--- config.mk ---
export PLATFORM = sky130hd
export DESIGN_NAME = rf_writeback_unit_flat
export DESIGN_NICKNAME = d
export VERILOG_FILES = /design/src/rtl/rf_writeback_unit_pkg.sv /design/src/rtl/rf_writeback_unit_if.sv /design/src/rtl/rf_writeback_unit_fifo.sv /design/src/rtl/rf_writeback_unit.sv /design/src/flat_wrapper.sv
export SDC_FILE = /design/constraint.sdc
export NUM_CORES = 1
export LEC_CHECK = 0
export BUFFER_PORTS_ARGS = -buffer_cell sky130_fd_sc_hd__buf_2
export CORE_ASPECT_RATIO = 1.5
export CORE_MARGIN = 2
export CORE_UTILIZATION = 35
export CTS_BUF_LIST = sky130_fd_sc_hd__clkbuf_8
export CTS_CLUSTER_DIAMETER = 120
export DETAILED_ROUTE_END_ITERATION = 8
export GPL_ROUTABILITY_DRIVEN = 0
export SLEW_MARGIN = 15
export SYNTH_ARGS = -nofsm -noshare
export SYNTH_HDL_FRONTEND = slang
export SYNTH_SLANG_ARGS = --single-unit
--- constraint.sdc ---
create_clock -name Clk -period 2.6 [get_ports Clk]
set_input_delay 0.13 -clock Clk [delete_from_list [all_inputs] [get_ports Clk]]
set_output_delay 0.13 -clock Clk [all_outputs]
set_load 0.02 [all_outputs]
--- src/rtl/rf_writeback_unit_pkg.sv ---
// Shared register-file types: data/index widths, the zero register and the writeback entry.
package risc_pkg;

  localparam int DATA_W = 32;
  localparam int ADDR_W = 5;
  localparam int NREG   = 1 << ADDR_W;

  localparam logic [ADDR_W-1:0] REG_ZERO = '0;

  typedef struct packed {
    logic              wen;
    logic [ADDR_W-1:0] rd;
    logic [DATA_W-1:0] data;
  } wb_entry_t;

endpackage

--- src/rtl/rf_writeback_unit_if.sv ---
// Result/issue/decode-query/register-file-write bundle around the writeback unit.
interface rf_writeback_unit_if
  import risc_pkg::*;
#(
  parameter int DEPTH = 4
);

  logic              res_valid;
  logic              res_ready;
  logic              res_wen;
  logic [ADDR_W-1:0] res_rd;
  logic [DATA_W-1:0] res_data;

  logic              iss_valid;
  logic [ADDR_W-1:0] iss_rd;
  logic              iss_stall;

  logic [ADDR_W-1:0] q_rs;
  logic [ADDR_W-1:0] q_rt;
  logic              busy_rs;
  logic              busy_rt;

  logic              rf_WE;
  logic [ADDR_W-1:0] rf_rd;
  logic [DATA_W-1:0] rf_in;

  logic [$clog2(DEPTH):0] fifo_count;

  modport master (
    output res_valid, res_wen, res_rd, res_data, iss_valid, iss_rd, q_rs, q_rt,
    input  res_ready, iss_stall, busy_rs, busy_rt, rf_WE, rf_rd, rf_in, fifo_count
  );

  modport slave (
    input  res_valid, res_wen, res_rd, res_data, iss_valid, iss_rd, q_rs, q_rt,
    output res_ready, iss_stall, busy_rs, busy_rt, rf_WE, rf_rd, rf_in, fifo_count
  );

endinterface

--- src/rtl/rf_writeback_unit_fifo.sv ---
// Generic synchronous FIFO; head is visible combinationally, push while full and pop while empty are ignored.
// Registered occupancy count; async active-high reset clears pointers and count.
module wb_fifo #(
  parameter type T     = logic,
  parameter int  DEPTH = 4,
  localparam int PTR_W = $clog2(DEPTH),
  localparam int CNT_W = $clog2(DEPTH) + 1
) (
  input  logic             clk,
  input  logic             rst,
  input  logic             push,
  input  T                 push_dat,
  input  logic             pop,
  output T                 head,
  output logic [CNT_W-1:0] count,
  output logic             full,
  output logic             empty
);

  T                 mem [DEPTH];
  logic [PTR_W-1:0] wptr;
  logic [PTR_W-1:0] rptr;
  logic             do_push;
  logic             do_pop;

  assign full    = (count == CNT_W'(DEPTH));
  assign empty   = (count == '0);
  assign do_push = push && !full;
  assign do_pop  = pop && !empty;
  assign head    = mem[rptr];

  always_ff @(posedge clk) begin
    if (do_push) mem[wptr] <= push_dat;
  end

  // Pointers wrap naturally because DEPTH is a power of two.
  always_ff @(posedge clk or posedge rst) begin
    if (rst) begin
      wptr  <= '0;
      rptr  <= '0;
      count <= '0;
    end else begin
      if (do_push) wptr <= wptr + 1'b1;
      if (do_pop)  rptr <= rptr + 1'b1;
      case ({do_push, do_pop})
        2'b10:   count <= count + 1'b1;
        2'b01:   count <= count - 1'b1;
        default: count <= count;
      endcase
    end
  end

endmodule

--- src/rtl/rf_writeback_unit.sv ---
// Buffers completed results and drains one per cycle into the register file write port (accept N -> WE after N+1).
// Keeps the per-register busy scoreboard for decode; res_ready drops only when the FIFO is full.
module rf_writeback_unit
  import risc_pkg::*;
#(
  parameter int DEPTH = 4
) (
  input  logic              Clk,
  input  logic              resetControl,
  rf_writeback_unit_if.slave bus
);

  localparam int CNT_W = $clog2(DEPTH) + 1;

  wb_entry_t        push_entry;
  wb_entry_t        head;
  logic [CNT_W-1:0] count;
  logic             full;
  logic             empty;
  logic [NREG-1:0]  busy;
  logic             issue_set;

  assign push_entry = '{wen: bus.res_wen, rd: bus.res_rd, data: bus.res_data};

  wb_fifo #(
    .T     (wb_entry_t),
    .DEPTH (DEPTH)
  ) u_fifo (
    .clk      (Clk),
    .rst      (resetControl),
    .push     (bus.res_valid),
    .push_dat (push_entry),
    .pop      (!empty),
    .head     (head),
    .count    (count),
    .full     (full),
    .empty    (empty)
  );

  assign bus.res_ready  = !full;
  assign bus.fifo_count = count;

  assign bus.iss_stall = bus.iss_valid && (bus.iss_rd != REG_ZERO) && busy[bus.iss_rd];
  assign bus.busy_rs   = (bus.q_rs != REG_ZERO) && busy[bus.q_rs];
  assign bus.busy_rt   = (bus.q_rt != REG_ZERO) && busy[bus.q_rt];
  assign issue_set     = bus.iss_valid && !bus.iss_stall && (bus.iss_rd != REG_ZERO);

  always_ff @(posedge Clk or posedge resetControl) begin
    if (resetControl) begin
      bus.rf_WE <= 1'b0;
      bus.rf_rd <= '0;
      bus.rf_in <= '0;
    end else if (!empty) begin
      bus.rf_WE <= head.wen && (head.rd != REG_ZERO);
      bus.rf_rd <= head.rd;
      bus.rf_in <= head.data;
    end else begin
      bus.rf_WE <= 1'b0;
    end
  end

  // Clear is applied on the same edge the register file commits; the later set wins on a collision.
  always_ff @(posedge Clk or posedge resetControl) begin
    if (resetControl) begin
      busy <= '0;
    end else begin
      if (bus.rf_WE)  busy[bus.rf_rd]  <= 1'b0;
      if (issue_set)  busy[bus.iss_rd] <= 1'b1;
      busy[REG_ZERO] <= 1'b0;
    end
  end

endmodule

--- src/flat_wrapper.sv ---
// flat-port wrapper written by rule: the top's interface ports become plain ports
module rf_writeback_unit_flat import risc_pkg::*;
#(
  parameter int DEPTH = 4
)
  (Clk, resetControl, bus_res_valid, bus_res_wen, bus_res_rd, bus_res_data, bus_iss_valid, bus_iss_rd, bus_q_rs, bus_q_rt, bus_res_ready, bus_iss_stall, bus_busy_rs, bus_busy_rt, bus_rf_WE, bus_rf_rd, bus_rf_in, bus_fifo_count);
  rf_writeback_unit_if #(.DEPTH(DEPTH)) bus_i ();
  input  logic Clk;
  input  logic resetControl;
  input wire logic [$bits(bus_i.res_valid)-1:0] bus_res_valid;
  input wire logic [$bits(bus_i.res_wen)-1:0] bus_res_wen;
  input wire logic [$bits(bus_i.res_rd)-1:0] bus_res_rd;
  input wire logic [$bits(bus_i.res_data)-1:0] bus_res_data;
  input wire logic [$bits(bus_i.iss_valid)-1:0] bus_iss_valid;
  input wire logic [$bits(bus_i.iss_rd)-1:0] bus_iss_rd;
  input wire logic [$bits(bus_i.q_rs)-1:0] bus_q_rs;
  input wire logic [$bits(bus_i.q_rt)-1:0] bus_q_rt;
  output wire logic [$bits(bus_i.res_ready)-1:0] bus_res_ready;
  output wire logic [$bits(bus_i.iss_stall)-1:0] bus_iss_stall;
  output wire logic [$bits(bus_i.busy_rs)-1:0] bus_busy_rs;
  output wire logic [$bits(bus_i.busy_rt)-1:0] bus_busy_rt;
  output wire logic [$bits(bus_i.rf_WE)-1:0] bus_rf_WE;
  output wire logic [$bits(bus_i.rf_rd)-1:0] bus_rf_rd;
  output wire logic [$bits(bus_i.rf_in)-1:0] bus_rf_in;
  output wire logic [$bits(bus_i.fifo_count)-1:0] bus_fifo_count;
  assign bus_i.res_valid = bus_res_valid;
  assign bus_i.res_wen = bus_res_wen;
  assign bus_i.res_rd = bus_res_rd;
  assign bus_i.res_data = bus_res_data;
  assign bus_i.iss_valid = bus_iss_valid;
  assign bus_i.iss_rd = bus_iss_rd;
  assign bus_i.q_rs = bus_q_rs;
  assign bus_i.q_rt = bus_q_rt;
  assign bus_res_ready = bus_i.res_ready;
  assign bus_iss_stall = bus_i.iss_stall;
  assign bus_busy_rs = bus_i.busy_rs;
  assign bus_busy_rt = bus_i.busy_rt;
  assign bus_rf_WE = bus_i.rf_WE;
  assign bus_rf_rd = bus_i.rf_rd;
  assign bus_rf_in = bus_i.rf_in;
  assign bus_fifo_count = bus_i.fifo_count;
  rf_writeback_unit #(.DEPTH(DEPTH)) u_core (.Clk(Clk), .resetControl(resetControl), .bus(bus_i));
endmodule
# ---- After elaboration in Yosys (flattened, before gate mapping)
# Memories as Yosys holds them, arrays and structs flattened.
# Cells that the tools add are included.
dict set report word_totals {
  memories 1
  output_inout_bits 45
  ff_bits 76
  word_cells 59
  mem_bits_rw 152
  in_bits 57
}
dict set report classes {
  eq_ne 3
  reduce_logical 19
  addsub 4
  order_cmp 6
  n_mux 16
  bitwise 3
}
# memory depth word_bits rd rd_ports_with_merged_regs write_ports line_no
set memory_table {}
lappend memory_table {u_core.u_fifo.mem 4 38 1 0 1 rf_writeback_unit_fifo.sv:20} ;# T mem [DEPTH];
# op count
set op_table {}
lappend op_table {{two-way mux 32 bit} 2}
lappend op_table {{bitwise AND 32 bit} 1}
lappend op_table {{NOT 32 bit} 1}
lappend op_table {{OR 32 bit} 1}
lappend op_table {{< comparator 5 x 6 -> 1 bit, second input constant} 4}
lappend op_table {{nonzero test 5 bit} 4}
lappend op_table {{binary-select mux 1 bit (select 5 bit)} 3}
lappend op_table {{demux 1 bit (select 5 bit)} 2}
lappend op_table {{greater-or-equal comparator 5 x 1 -> 1 bit, second input constant} 2}
lappend op_table {{logical AND 1 bit} 10}
lappend op_table {{two-way mux 1 bit} 8}
lappend op_table {{one-hot mux 3 bit (2 select lines)} 1}
lappend op_table {{adder 2 x 1 -> 2 bit, second input constant} 2}
lappend op_table {{adder 3 x 1 -> 3 bit, second input constant} 1}
lappend op_table {{equality test 3 bit, second input constant} 1}
lappend op_table {{logical NOT 1 bit} 3}
lappend op_table {{logical NOT 3 bit} 1}
lappend op_table {{subtractor 3 x 1 -> 3 bit, second input constant} 1}
lappend op_table {{equality test 2 x 1 -> 1 bit, second input constant} 1}
lappend op_table {{equality test 2 bit, second input constant} 1}
lappend op_table {{nonzero test 2 bit} 1}

# ---- Logic depth before layout (Yosys ltp)
# Gate-level depths: netlist of run 1.
dict set report logic_depth {
  word_depth 9
  mapped_depth 9
}

# ---- Hierarchy
# From an unflattened synthesis of run 1, not the netlist that was laid out.
dict set report hier_totals {
  hier_cells 526
  hier_area_um2 9515.4
}
# mod cells_each area_per_inst_um2 instances seq_area_each_um2
set by_module_without_submodules {}
lappend by_module_without_submodules {wb_fifo 237 5963.2 1 4739.5}
lappend by_module_without_submodules {rf_writeback_unit 289 3552.2 1 1726.7}

# ---- Worst setup path after synthesis of run 1
# OpenSTA, ideal clock, no wires.
dict set report synth_path {
  kind {reg-to-reg}
  start {reg u_core.u_fifo.count[0]}
  end {mem u_core.u_fifo.mem[0][0] (netlist name) (enable)}
  path_slack_ns 0.355
  stages_incl_launch_ff 4
  arrival_ns 1.846
  setup_ns 0.399
  n_path_buf 0
  synth_period_minus_slack_ns 2.245
  cell_sequence {dfrtp_1 -> nor2_1 -> nand2_1 -> and3_1}
}
dict set report synth_via {
  elab_chain_cells 5
}
# item line_no
set synth_rtl {}
lappend synth_rtl {{start, declared} rf_writeback_unit_fifo.sv:15} ;# output logic [CNT_W-1:0] count,
lappend synth_rtl {{start signal, assigned} rf_writeback_unit_fifo.sv:46} ;# 2'b10: count <= count + 1'b1;
lappend synth_rtl {{start signal, assigned} rf_writeback_unit_fifo.sv:47} ;# 2'b01: count <= count - 1'b1;
lappend synth_rtl {{start signal, assigned} rf_writeback_unit_fifo.sv:48} ;# default: count <= count;
lappend synth_rtl {{equality test 3 bit} rf_writeback_unit_fifo.sv:26} ;# assign full = (count == CNT_W'(DEPTH));
lappend synth_rtl {{logical NOT 1 bit} --}
lappend synth_rtl {{net bus_res_ready} flat_wrapper.sv:18} ;# output wire logic [$bits(bus_i.res_ready)-1:0] bus_res_ready;
lappend synth_rtl {{logical AND 1 bit} rf_writeback_unit_fifo.sv:28} ;# assign do_push = push && !full;
lappend synth_rtl {{two-way mux 1 bit} rf_writeback_unit_fifo.sv:33} ;# if (do_push) mem[wptr] <= push_dat;
lappend synth_rtl {{two-way mux 1 bit (implied by the code)} rf_writeback_unit_fifo.sv:33}
lappend synth_rtl {{end, declared} rf_writeback_unit_fifo.sv:20}
# The timed path passes the listed nets, and every way through them passes these cells.

# ---- Worst setup path after layout of run 1
dict set report layout_path {
  start {reg u_core.busy[1]}
  end {out bus_iss_stall}
}
dict set report layout_via {
  elab_chain_cells 3
}
# item line_no
set layout_rtl {}
lappend layout_rtl {{start, declared} rf_writeback_unit.sv:20} ;# logic [NREG-1:0] busy;
lappend layout_rtl {{start signal, assigned} rf_writeback_unit.sv:65} ;# busy <= '0;
lappend layout_rtl {{start signal, assigned by index} rf_writeback_unit.sv:67} ;# if (bus.rf_WE) busy[bus.rf_rd] <= 1'b0;
lappend layout_rtl {{start signal, assigned by index} rf_writeback_unit.sv:68} ;# if (issue_set) busy[bus.iss_rd] <= 1'b1;
lappend layout_rtl {{binary-select mux 1 bit (select 5 bit)} rf_writeback_unit.sv:43} ;# assign bus.iss_stall = bus.iss_valid && (bus.iss_rd != REG_ZERO) && busy[bus.iss_rd];
lappend layout_rtl {{two-way mux 1 bit (implied by the code)} rf_writeback_unit.sv:43}
lappend layout_rtl {{logical AND 1 bit} rf_writeback_unit.sv:43}
lappend layout_rtl {{end, declared} flat_wrapper.sv:19} ;# output wire logic [$bits(bus_i.iss_stall)-1:0] bus_iss_stall;
# No other way between the ends. The select of a mux whose other input is x is not followed.

==> results of run 1 <==
## cell families after synthesis
family	share of synthesized area (%)
multiplexers	20.7
XOR/XNOR	0.552
AO/OA/AOI/OAI	4.53
AND/OR/NAND/NOR	3.55
buffers and inverters	1.89
adder cells (fa/ha/maj)	0.868
flip-flops	67.9
## metrics by stage
step / hold slack [ns] / instances / util (%) / cell area [µm²]
floorplan: 0.229 / 523 / - / 9520
global placement: 0.238 / 944 / 39.1 / 10400
detailed placement: 0.253 / 944 / 39.1 / 10400
CTS: 0.00194 / 1049 / 43.2 / 11500
global route: 0.0360 / 1049 / 43.2 / 11500
finish: 0.0355 / 1049 / 43.2 / 11500
## power by group through the flow
stage               Sequential (µW)  Clock (µW)  Combinational (µW)
floorplan                      5910           0                2760
global placement               5700           0                4280
global route                   5860        3170                4760
detailed placement             5800           0                4390
finish                         5740        2930                4350
CTS                            5740        3040                4460
## sequential cells by signal, indices dropped and copies added, names as in the netlist
name and count:
u_core.u_fifo.wptr 2, u_core.busy 31, u_core.u_fifo.mem 152, u_core.bus.rf_rd 5
u_core.u_fifo.rptr 2, u_core.u_fifo.count 3, u_core.bus.rf_WE 1, u_core.bus.rf_in 32
## layer usage
metal	global-route usage (%)	vias to the layer above	routed length, µm
li1	-	2415	-
met1	17.4	2848	8360
met2	28.4	212	11600
met3	3.94	54	1340
met4	6.24	0	626
met5	0	-	0
## path summary, 6_finish.rpt
path | from | end | slack (ns)
max in group asynchronous | resetControl | u_core.bus.rf_WE$_DFF_PP0_ | 1.64
worst min-delay path | bus_iss_rd[3] | u_core.busy[12]$_DFF_PP0_ | 0.04
worst min register to register | u_core.bus.rf_in[5]$_DFFE_PP0P_ | u_core.bus.rf_in[5]$_DFFE_PP0P_ | 0.49
worst max-delay path | u_core.busy[1]$_DFF_PP0_ | bus_iss_stall | 0.19
worst max register to register | u_core.u_fifo.count[0]$_DFFE_PP0P_ | u_core.u_fifo.count[2]$_DFFE_PP0P_ | 0.51
min in group asynchronous | resetControl | u_core.bus.rf_in[4]$_DFFE_PP0P_ | 0.24
## timing repair
action / in CTS / in global routing
hold buffers: 40 / 0
endpoints found under the setup margin: 0 / 0
hold endpoints to repair: 183 / 0
## final cells by class
cell class                      count  area, µm²
Clock buffer                       38        523
Clock inverter                     27        166
Timing Repair Buffer              153       1050
Tap cell                          337        422
Multi-Input combinational cell    261       2880
Fill cell                        2444      15100
Inverter                            5       20.0
Sequential cell                   228       6470
## Yosys cell counts (7+ instances only)
library cell / number
nand2_1: 10
edfxtp_1: 152
mux2i_1: 23
nand3b_1: 11
clkbuf_1: 9
mux4_2: 55
o31ai_1: 11
o21ai_0: 52
buf_2: 12
dfrtp_1: 76
nor2_1: 7
mux2_2: 40
## worst min-delay path, stage by stage
cell and delay (ns):
buf_2 0.18, nand3b_4 0.13, o31ai_1 0.08
==> reports/metrics.json, run 1 <==
{
  "clocking": {
    "ctsHtreeMaxLevel": 2,
    "cts_tree": "done",
    "clk_pin_slew_ns": 0.06,
    "clock_insertion_delay_worst_skew_ns": 0.54,
    "cts_inserted_buffers": 37,
    "cts_buffer_depth": 3,
    "number_of_instances_resized_during_post_cts_repair": 0,
    "cts_num_sinks": 228,
    "ctsRootBufferMaster": "clkbuf_8",
    "postCtsSetupRepairBufs": 0
  },
  "route": {
    "avgRoutedWirePerCell_um": 20.9,
    "postRouteWirelength_mm": 21.9,
    "vias_per_cell": 5.27,
    "number_of_iterations_in_the_first_detailed_routing_pass": 5,
    "detail-route-antenna-nets": 0,
    "routed-via-count": 5529,
    "drt_first_iter_violations": 332,
    "detail_route.drc_violations": 0
  },
  "sta": {
    "max_clock_freq_mhz": 414,
    "shortest_clock_period_the_worst_path_allows_after_layout_ns": 2.41,
    "unrepaired_setup_endpoints_after_global_routing": "false",
    "post-route-period-util_pct": 92.8,
    "setup_viol_count_final": 0,
    "post-route-worst-setup-slack_ns": 0.186,
    "timing.final.hold_violations": 0,
    "worst_slew_pin_slew_ns": 0.689,
    "timing.slew.headroom_pct": 54.0,
    "timing.setup.tns_ns": 0,
    "fin_worst_skew_ns": 0.0152,
    "drv_slew": 0
  },
  "global_routing": {
    "grt_overflow_total": 0,
    "first_global_vias": 6245,
    "antenna_violations_before_repair": 0,
    "grt_max_degree": 47,
    "overall_track_demand_over_capacity_in_global_routing_pct": 15.5,
    "grt_first_pass_wirelength_mm": 34.3
  },
  "yosys": {
    "netlist_top_cells_area": "edfxtp_1 48%, dfrtp_1 20%, mux4_2 13%",
    "count_of_flip_flops_with_a_built_in_enable_after_synthesis": 152,
    "yosys_register_bits": 228,
    "synth.avg_cell_area_um2": 18.2,
    "synth_warnings": 0,
    "most_used_flip_flop_cell_after_synthesis": "edfxtp_1",
    "synthesis.instances": 523,
    "synth_top_area_share_pct": 47.9,
    "share_of_async_settable_or_async_resettable_flops_after_synthesis_pct": 33.3,
    "largest_area_contributor_in_the_netlist": "edfxtp_1",
    "postSynthNetCount": 586,
    "synth.yosys.seq_area_share_pct": 67.9,
    "synth_area_um2": 9520,
    "unique_cell_type_count_in_the_yosys_netlist": 42
  },
  "final_layout": {
    "layout.cells.most_common": "edfxtp_1",
    "layout-area-overhead-vs-synth_pct": 21.1,
    "fin_nets": 749,
    "antenna_cells": 0,
    "drive_gt1_share_pct": 37.9,
    "mostFrequentLayoutCells": "152 x edfxtp_1, 101 x buf_2, 74 x dfrtp_1"
  },
  "power_and_ir_drop": {
    "pwr-share-seq_pct": 44.1,
    "p_per_area_nw_per_um2": 1130,
    "intPower_uw": 8680,
    "p_comb_share_pct": 33.4,
    "power.ir.vdd_worst_v": 0.000635,
    "total_power_uw": 13000,
    "power_switching_share_pct": 33.4,
    "share_clk_of_total_power_pct": 22.5,
    "power.static_leakage_uw": 0.00427,
    "power.switching_uw": 4350
  },
  "worst_hold_path": {
    "hold_path_depth": 3,
    "worst_hold_class": "in -> reg"
  },
  "critical_path": {
    "crit_path_cell_trace": "or3b_2 -> a21oi_1 -> o32a_2 -> a22o_1 -> buf_2",
    "critical_path_depth": 5,
    "cp.arrival_ns": 2.28,
    "worstPathBufferInverterCount": 1,
    "slowest_delay_ns": 0.46,
    "worst-r2r-cell-count": 9,
    "timing.critical_path.max_delay_family": "compound AO/OA/AOI/OAI gates",
    "setup.worst_path.class": "reg -> out",
    "critical_path.startpoint_type": "register",
    "path_max_fanout": 12,
    "critPathSlowestCell": "or3b_2",
    "critical_path.endpoint_type": "primary output",
    "critical_path_required_ns": 2.47
  },
  "floorplan": {
    "dieWidth_um": 139,
    "die_h_um": 206,
    "rows": 73,
    "core-area_um2": 26700,
    "num_io_pins": 102,
    "design.die.area_um2": 28600,
    "start_util_pct": 35.7
  },
  "place": {
    "dp_slack_ns": 0.545,
    "detailedPlacementHpwl_mm": 13.9,
    "port-buffer-count": 101
  },
  "run": {
    "max_capacitance_violation_count": 0
  },
  "outcome": {
    "run_status": "completed"
  }
}
Note: power is estimated with default switching activity, not from simulation.
==> run 2: changes to the inputs <==
==> constraint.sdc (replaced) <==
create_clock -name Clk -period 2.1 [get_ports Clk]
set_input_delay 0.105 -clock Clk [delete_from_list [all_inputs] [get_ports Clk]]
set_output_delay 0.105 -clock Clk [all_outputs]
set_load 0.02 [all_outputs]
==> reports/metrics.json, run 2 (synthesis gave the netlist of run 1 again) <==
{
  "global_routing": {
    "grt_overflow_total": 0,
    "overall_track_demand_over_capacity_in_global_routing_pct": 15.4,
    "first_global_vias": 6221,
    "antenna_violations_before_repair": 0,
    "grt_first_pass_wirelength_mm": 34.2,
    "grt_max_degree": 43
  },
  "critical_path": {
    "critical_path.endpoint_type": "primary output",
    "ff2ff_setup_slack_ns": 0.10,
    "critical_path.startpoint_type": "register",
    "critical_path_required_ns": 2.00,
    "path_max_fanout": 4,
    "setup.worst_path.class": "reg -> out",
    "cp.arrival_ns": 2.19
  },
  "run": {
    "max_capacitance_violation_count": 0
  },
  "place": {
    "place_inst": 945,
    "port-buffer-count": 101,
    "detailedPlacementHpwl_mm": 13.5
  },
  "power_and_ir_drop": {
    "total_power_uw": 16400,
    "power.static_leakage_uw": 0.00437,
    "power.ir.vdd_worst_v": 0.000781,
    "p_per_area_nw_per_um2": 1400
  },
  "final_layout": {
    "flip_flop_count_of_the_largest_register_all_copies_and_words_added": 152,
    "mostFrequentLayoutCells": "152 x edfxtp_1, 98 x buf_2, 72 x dfrtp_1",
    "max_flop_register": "u_core.u_fifo.mem",
    "layout-area-overhead-vs-synth_pct": 23.6,
    "fillCellCount": 2368,
    "antenna_cells": 0,
    "number_of_standard_cells_in_the_final_layout_excluding_fillers": 1063,
    "drive_gt1_share_pct": 39.5,
    "fin_nets": 761,
    "biggestRegsByFlops": "u_core.u_fifo.mem x152, u_core.bus.rf_in x32, u_core.busy x31",
    "layout.cells.most_common": "edfxtp_1"
  },
  "sta": {
    "timing.slew.headroom_pct": 57.2,
    "max_clock_freq_mhz": 436,
    "unrepaired_setup_endpoints_after_global_routing": "true",
    "post-route-worst-setup-slack_ns": -0.191,
    "fin_worst_hold_slack_ns": 0.0959,
    "worst_slew_pin_slew_ns": 0.643,
    "drv_slew": 0,
    "shortest_clock_period_the_worst_path_allows_after_layout_ns": 2.29,
    "setup_viol_count_final": 3,
    "timing.final.hold_violations": 0,
    "post-route-period-util_pct": 109,
    "fin_worst_skew_ns": 0.0242
  },
  "route": {
    "routed-via-count": 5639,
    "avgRoutedWirePerCell_um": 20.5,
    "number_of_iterations_in_the_first_detailed_routing_pass": 4,
    "detail_route.drc_violations": 0,
    "detail-route-antenna-nets": 0,
    "postRouteWirelength_mm": 21.8,
    "vias_per_cell": 5.30,
    "drt_first_iter_violations": 276
  },
  "floorplan": {
    "core-area_um2": 26700,
    "start_util_pct": 35.7,
    "design.die.area_um2": 28600,
    "rows": 73,
    "dieWidth_um": 139,
    "die_h_um": 206,
    "num_io_pins": 102
  },
  "clocking": {
    "clk_pin_slew_ns": 0.07,
    "cts_tree": "done",
    "ctsRootBufferMaster": "clkbuf_8",
    "cts_buffer_depth": 3,
    "clock_insertion_delay_worst_skew_ns": 0.55,
    "ctsHtreeMaxLevel": 2,
    "cts_num_sinks": 228,
    "cts_inserted_buffers": 36
  },
  "outcome": {
    "failing_checks": "negative setup slack",
    "run_status": "finished, violations left"
  },
  "worst_hold_path": {
    "worst_hold_class": "in -> reg"
  }
}
==> run 2: cell count changes in the layout (fill, tap and decap cells not counted), moves of 3 or more <==
cell and delta:
buf_12 +5, buf_6 +3, dlygate4sd3_1 +5, buf_4 +3, buf_2 -3
==> run 2: repair_timing <==
action                                  CTS  global route
gates resized for setup                   6             6
hold buffers                             45             0
pin swaps                                 1             6
buffers inserted                          3             4
endpoints found under the setup margin    3             4
endpoints found under the hold margin   238             0
==> run 2: power breakdown <==
group,internal [µW],switching (µW)
Sequential,6230,863
Combinational,2820,2880
Clock,1900,1730
==> run 2: layout make-up <==
cell class,instances,area (µm²),area share (%)
sequential,228,6470,55.0
clock inverter,26,149,1.27
inverter,5,20.0,0.170
tap,337,422,3.58
timing repair buffer,166,1240,10.5
multi-input combinational,261,2920,24.8
clock buffer,40,551,4.68
==> run 2: stage by stage <==
| stage | setup TNS, ns | setup slack, ns | instance area, µm² | util, % |
|---|---|---|---|---|
| 5_1_grt | -0.649 | -0.250 | 11800 | 44.1 |
| 3_5_place_dp | 0 | 0.0975 | 10500 | 39.4 |
| 2_1_floorplan | -0.227 | -0.114 | 9540 | - |
| 6_report | -0.442 | -0.191 | 11800 | 44.1 |
| 3_3_place_gp | 0 | 0.158 | 10500 | 39.4 |
| 4_1_cts | -0.534 | -0.191 | 11700 | 43.9 |
==> run 2: critical path, cell delays in order (launching register included) <==
cell and delay [ns]:
dfrtp_1 0.41, mux4_2 0.51, mux2i_2 0.22, mux2i_1 0.12, mux2_4 0.27, buf_6 0.13
==> run 2: path summary, 6_finish.rpt <==
check	from	end	cells past startpoint
min	bus_iss_rd[4]	u_core.busy[8]$_DFF_PP0_	3
min reg2reg	u_core.bus.rf_in[5]$_DFFE_PP0P_	u_core.bus.rf_in[5]$_DFFE_PP0P_	1
max	u_core.busy[19]$_DFF_PP0_	bus_busy_rt	5
max reg2reg	u_core.u_fifo.count[2]$_DFFE_PP0P_	u_core.u_fifo.count[2]$_DFFE_PP0P_	6
min in group asynchronous	resetControl	u_core.bus.rf_in[3]$_DFFE_PP0P_	3
max in group asynchronous	resetControl	u_core.u_fifo.count[0]$_DFFE_PP0P_	4
==> run 2: layer usage <==
metal / part of all wire, % / routed length [µm] / up-vias / track usage, %
met3: 6.5 / 1420 / 68 / 4.03
met5: 0 / 0 / - / 0
met4: 3.4 / 735 / 0 / 7.14
li1: - / - / 2453 / -
met2: 53 / 11500 / 222 / 28.0
met1: 37 / 8150 / 2896 / 17.0
==> run 3: changes to the inputs <==
--- a/config.mk
+++ b/config.mk
@@ -8,11 +8,12 @@
 export BUFFER_PORTS_ARGS = -buffer_cell sky130_fd_sc_hd__buf_2
 export CORE_ASPECT_RATIO = 1.5
 export CORE_MARGIN = 2
-export CORE_UTILIZATION = 35
+export CORE_UTILIZATION = 55
 export CTS_BUF_LIST = sky130_fd_sc_hd__clkbuf_8
 export CTS_CLUSTER_DIAMETER = 120
 export DETAILED_ROUTE_END_ITERATION = 8
 export GPL_ROUTABILITY_DRIVEN = 0
+export PLACE_DENSITY = 0.78
 export SLEW_MARGIN = 15
 export SYNTH_ARGS = -nofsm -noshare
 export SYNTH_HDL_FRONTEND = slang
==> constraint.sdc (replaced) <==
create_clock -name Clk -period 2.1 [get_ports Clk]
set_input_delay 0.63 -clock Clk [delete_from_list [all_inputs] [get_ports Clk]]
set_output_delay 0.63 -clock Clk [all_outputs]
set_load 0.02 [all_outputs]
==> reports/metrics.json, run 3 (synthesis gave the netlist of run 1 again) <==
{
  "outcome": {
    "run_status": "finished, violations left",
    "failing_checks": "negative setup slack"
  },
  "clocking": {
    "ctsRootBufferMaster": "clkbuf_8",
    "clock_insertion_delay_worst_skew_ns": 0.54,
    "cts_buffer_depth": 3,
    "cts_num_sinks": 228,
    "ctsHtreeMaxLevel": 1,
    "cts_tree": "done",
    "cts_inserted_buffers": 30,
    "clk_pin_slew_ns": 0.07
  },
  "sta": {
    "timing.setup.tns_ns": -1.97,
    "drv_slew": 0,
    "shortest_clock_period_the_worst_path_allows_after_layout_ns": 2.79,
    "worst_slew_pin_slew_ns": 0.614,
    "fin_worst_hold_slack_ns": 0.0708,
    "timing.final.hold_violations": 0,
    "timing.slew.headroom_pct": 59.1,
    "setup_viol_count_final": 3,
    "unrepaired_setup_endpoints_after_global_routing": "true",
    "post-route-period-util_pct": 133,
    "fin_worst_skew_ns": 0.0143,
    "max_clock_freq_mhz": 359,
    "post-route-worst-setup-slack_ns": -0.685
  },
  "final_layout": {
    "fin_nets": 739,
    "fillCellCount": 1116,
    "layout-area-overhead-vs-synth_pct": 18.7,
    "layout.cells.most_common": "edfxtp_1",
    "multi_input_area_um2": 2920,
    "mostFrequentLayoutCells": "152 x edfxtp_1, 97 x buf_2, 72 x dfrtp_1",
    "max_flop_register": "u_core.u_fifo.mem",
    "biggestRegsByFlops": "u_core.u_fifo.mem x152, u_core.bus.rf_in x32, u_core.busy x31",
    "final-seq-area_um2": 6470,
    "drive_gt1_share_pct": 44.9,
    "flip_flop_count_of_the_largest_register_all_copies_and_words_added": 152,
    "post-route-cell-area_um2": 11300
  },
  "floorplan": {
    "core-area_um2": 16800,
    "dieWidth_um": 111,
    "start_util_pct": 56.5,
    "num_io_pins": 102,
    "die_h_um": 165,
    "rows": 58,
    "design.die.area_um2": 18400
  },
  "route": {
    "avgRoutedWirePerCell_um": 22.4,
    "drt_first_iter_violations": 434,
    "vias_per_cell": 6.07,
    "routed-via-count": 5529,
    "detail-route-antenna-nets": 0,
    "number_of_iterations_in_the_first_detailed_routing_pass": 5,
    "postRouteWirelength_mm": 20.4,
    "detail_route.drc_violations": 0
  },
  "run": {
    "max_capacitance_violation_count": 0
  },
  "critical_path": {
    "critPathSlowestCell": "dfrtp_1",
    "cp.arrival_ns": 2.16,
    "reg2reg_to": "u_core.u_fifo.count[2]$_DFFE_PP0P_",
    "critical_path.endpoint_type": "primary output",
    "ff2ff_setup_slack_ns": 0.08,
    "slowest_delay_ns": 0.44,
    "critical_path_required_ns": 1.47,
    "setup.worst_path.class": "reg -> out",
    "crit_path_cell_trace": "mux2_4 -> a32o_1 -> o31a_1 -> a22o_4 -> buf_6",
    "critical_path.startpoint": "u_core.busy[6]$_DFF_PP0_",
    "critical_path.startpoint_type": "register",
    "worst-r2r-cell-count": 6,
    "worst_setup_path_endpoint": "bus_iss_stall",
    "path_max_fanout": 4,
    "regToRegStartpoint": "u_core.u_fifo.count[2]$_DFFE_PP0P_"
  },
  "global_routing": {
    "grt_overflow_total": 0,
    "first_global_vias": 6011,
    "antenna_violations_before_repair": 1,
    "overall_track_demand_over_capacity_in_global_routing_pct": 22.4,
    "grt_max_degree": 41,
    "grt_first_pass_wirelength_mm": 31.7
  },
  "power_and_ir_drop": {
    "intPower_uw": 10800,
    "share_clk_of_total_power_pct": 20.4,
    "p_comb_share_pct": 35.3,
    "p_per_area_nw_per_um2": 1420,
    "pwr-share-seq_pct": 44.2,
    "power.static_leakage_uw": 0.00429,
    "total_power_uw": 16100,
    "power_switching_share_pct": 32.7,
    "power.switching_uw": 5260,
    "power.ir.vdd_worst_v": 0.00113
  },
  "place": {
    "port-buffer-count": 101,
    "detailedPlacementHpwl_mm": 14.0,
    "post_dp_cell_area_um2": 10600,
    "dp_slack_ns": -0.667
  },
  "worst_hold_path": {
    "worst_hold_class": "in -> async"
  }
}
## run 3: changes by cell type in the layout (fill, tap and decap cells not counted), sizes merged
cell         change
dlygate4sd3     -45
buf             +29
diode            +1
clkinvlp         +1
clkbuf           -1
clkinv           -5
inv              -5
## run 3: how the worst min path moves through the flow
stage,start,end,slack (ns)
3_3_place_gp,u_core.bus.rf_in[5]$_DFFE_PP0P_,u_core.bus.rf_in[5]$_DFFE_PP0P_,0.47
2_1_floorplan,u_core.busy[18]$_DFF_PP0_,u_core.busy[18]$_DFF_PP0_,0.50
4_1_cts,resetControl,u_core.u_fifo.count[0]$_DFFE_PP0P_,0.06
3_5_place_dp,u_core.bus.rf_in[5]$_DFFE_PP0P_,u_core.bus.rf_in[5]$_DFFE_PP0P_,0.48
6_report,resetControl,u_core.bus.rf_in[9]$_DFFE_PP0P_,0.07
5_1_grt,resetControl,u_core.bus.rf_in[1]$_DFFE_PP0P_,0.07
## run 3: layout make-up
type	count	share of cell area (%)
Tap cell	210	2.33
Sequential cell	228	57.3
Clock buffer	39	4.75
Multi-Input combinational cell	261	25.9
Timing Repair Buffer	150	8.73
Antenna cell	1	0.0221
Inverter	5	0.199
Clock inverter	17	0.842
## run 3: power groups by stage
stage,registers [µW],clock network [µW],logic [µW]
2_1_floorplan,7320,0,3470
3_3_place_gp,7040,0,5340
3_5_place_dp,7170,0,5570
4_1_cts,7080,3350,5700
5_1_grt,7210,3530,6110
6_report,7110,3280,5670
## run 3: layer usage
metal | track usage, % | vias up | share of wire, %
li1 | - | 2402 | -
met1 | 24.2 | 2829 | 34
met2 | 42.7 | 244 | 56
met3 | 4.12 | 54 | 6.2
met4 | 10.4 | 0 | 3.2
met5 | 0 | - | 0
## run 3: timing repair
action	4_1_cts	5_1_grt
setup endpoints to repair	4	4
pin swaps	1	3
setup buffers	3	2
hold buffers	0	0
gates resized for setup	7	4
## run 3: critical path, delay by kind of cell, from the launching register on
family / cells / cell delay, ns
compound gates: 3 / 0.76
flops: 1 / 0.44
mux: 1 / 0.30
buf+inv: 1 / 0.13
## run 3: metrics by stage
step | cells | util, %
after detailed placement | 849 | 62.9
after global placement | 849 | 62.9
after floorplan | 523 | -
after global routing | 911 | 67.1
after CTS | 908 | 66.9
final | 911 | 67.1
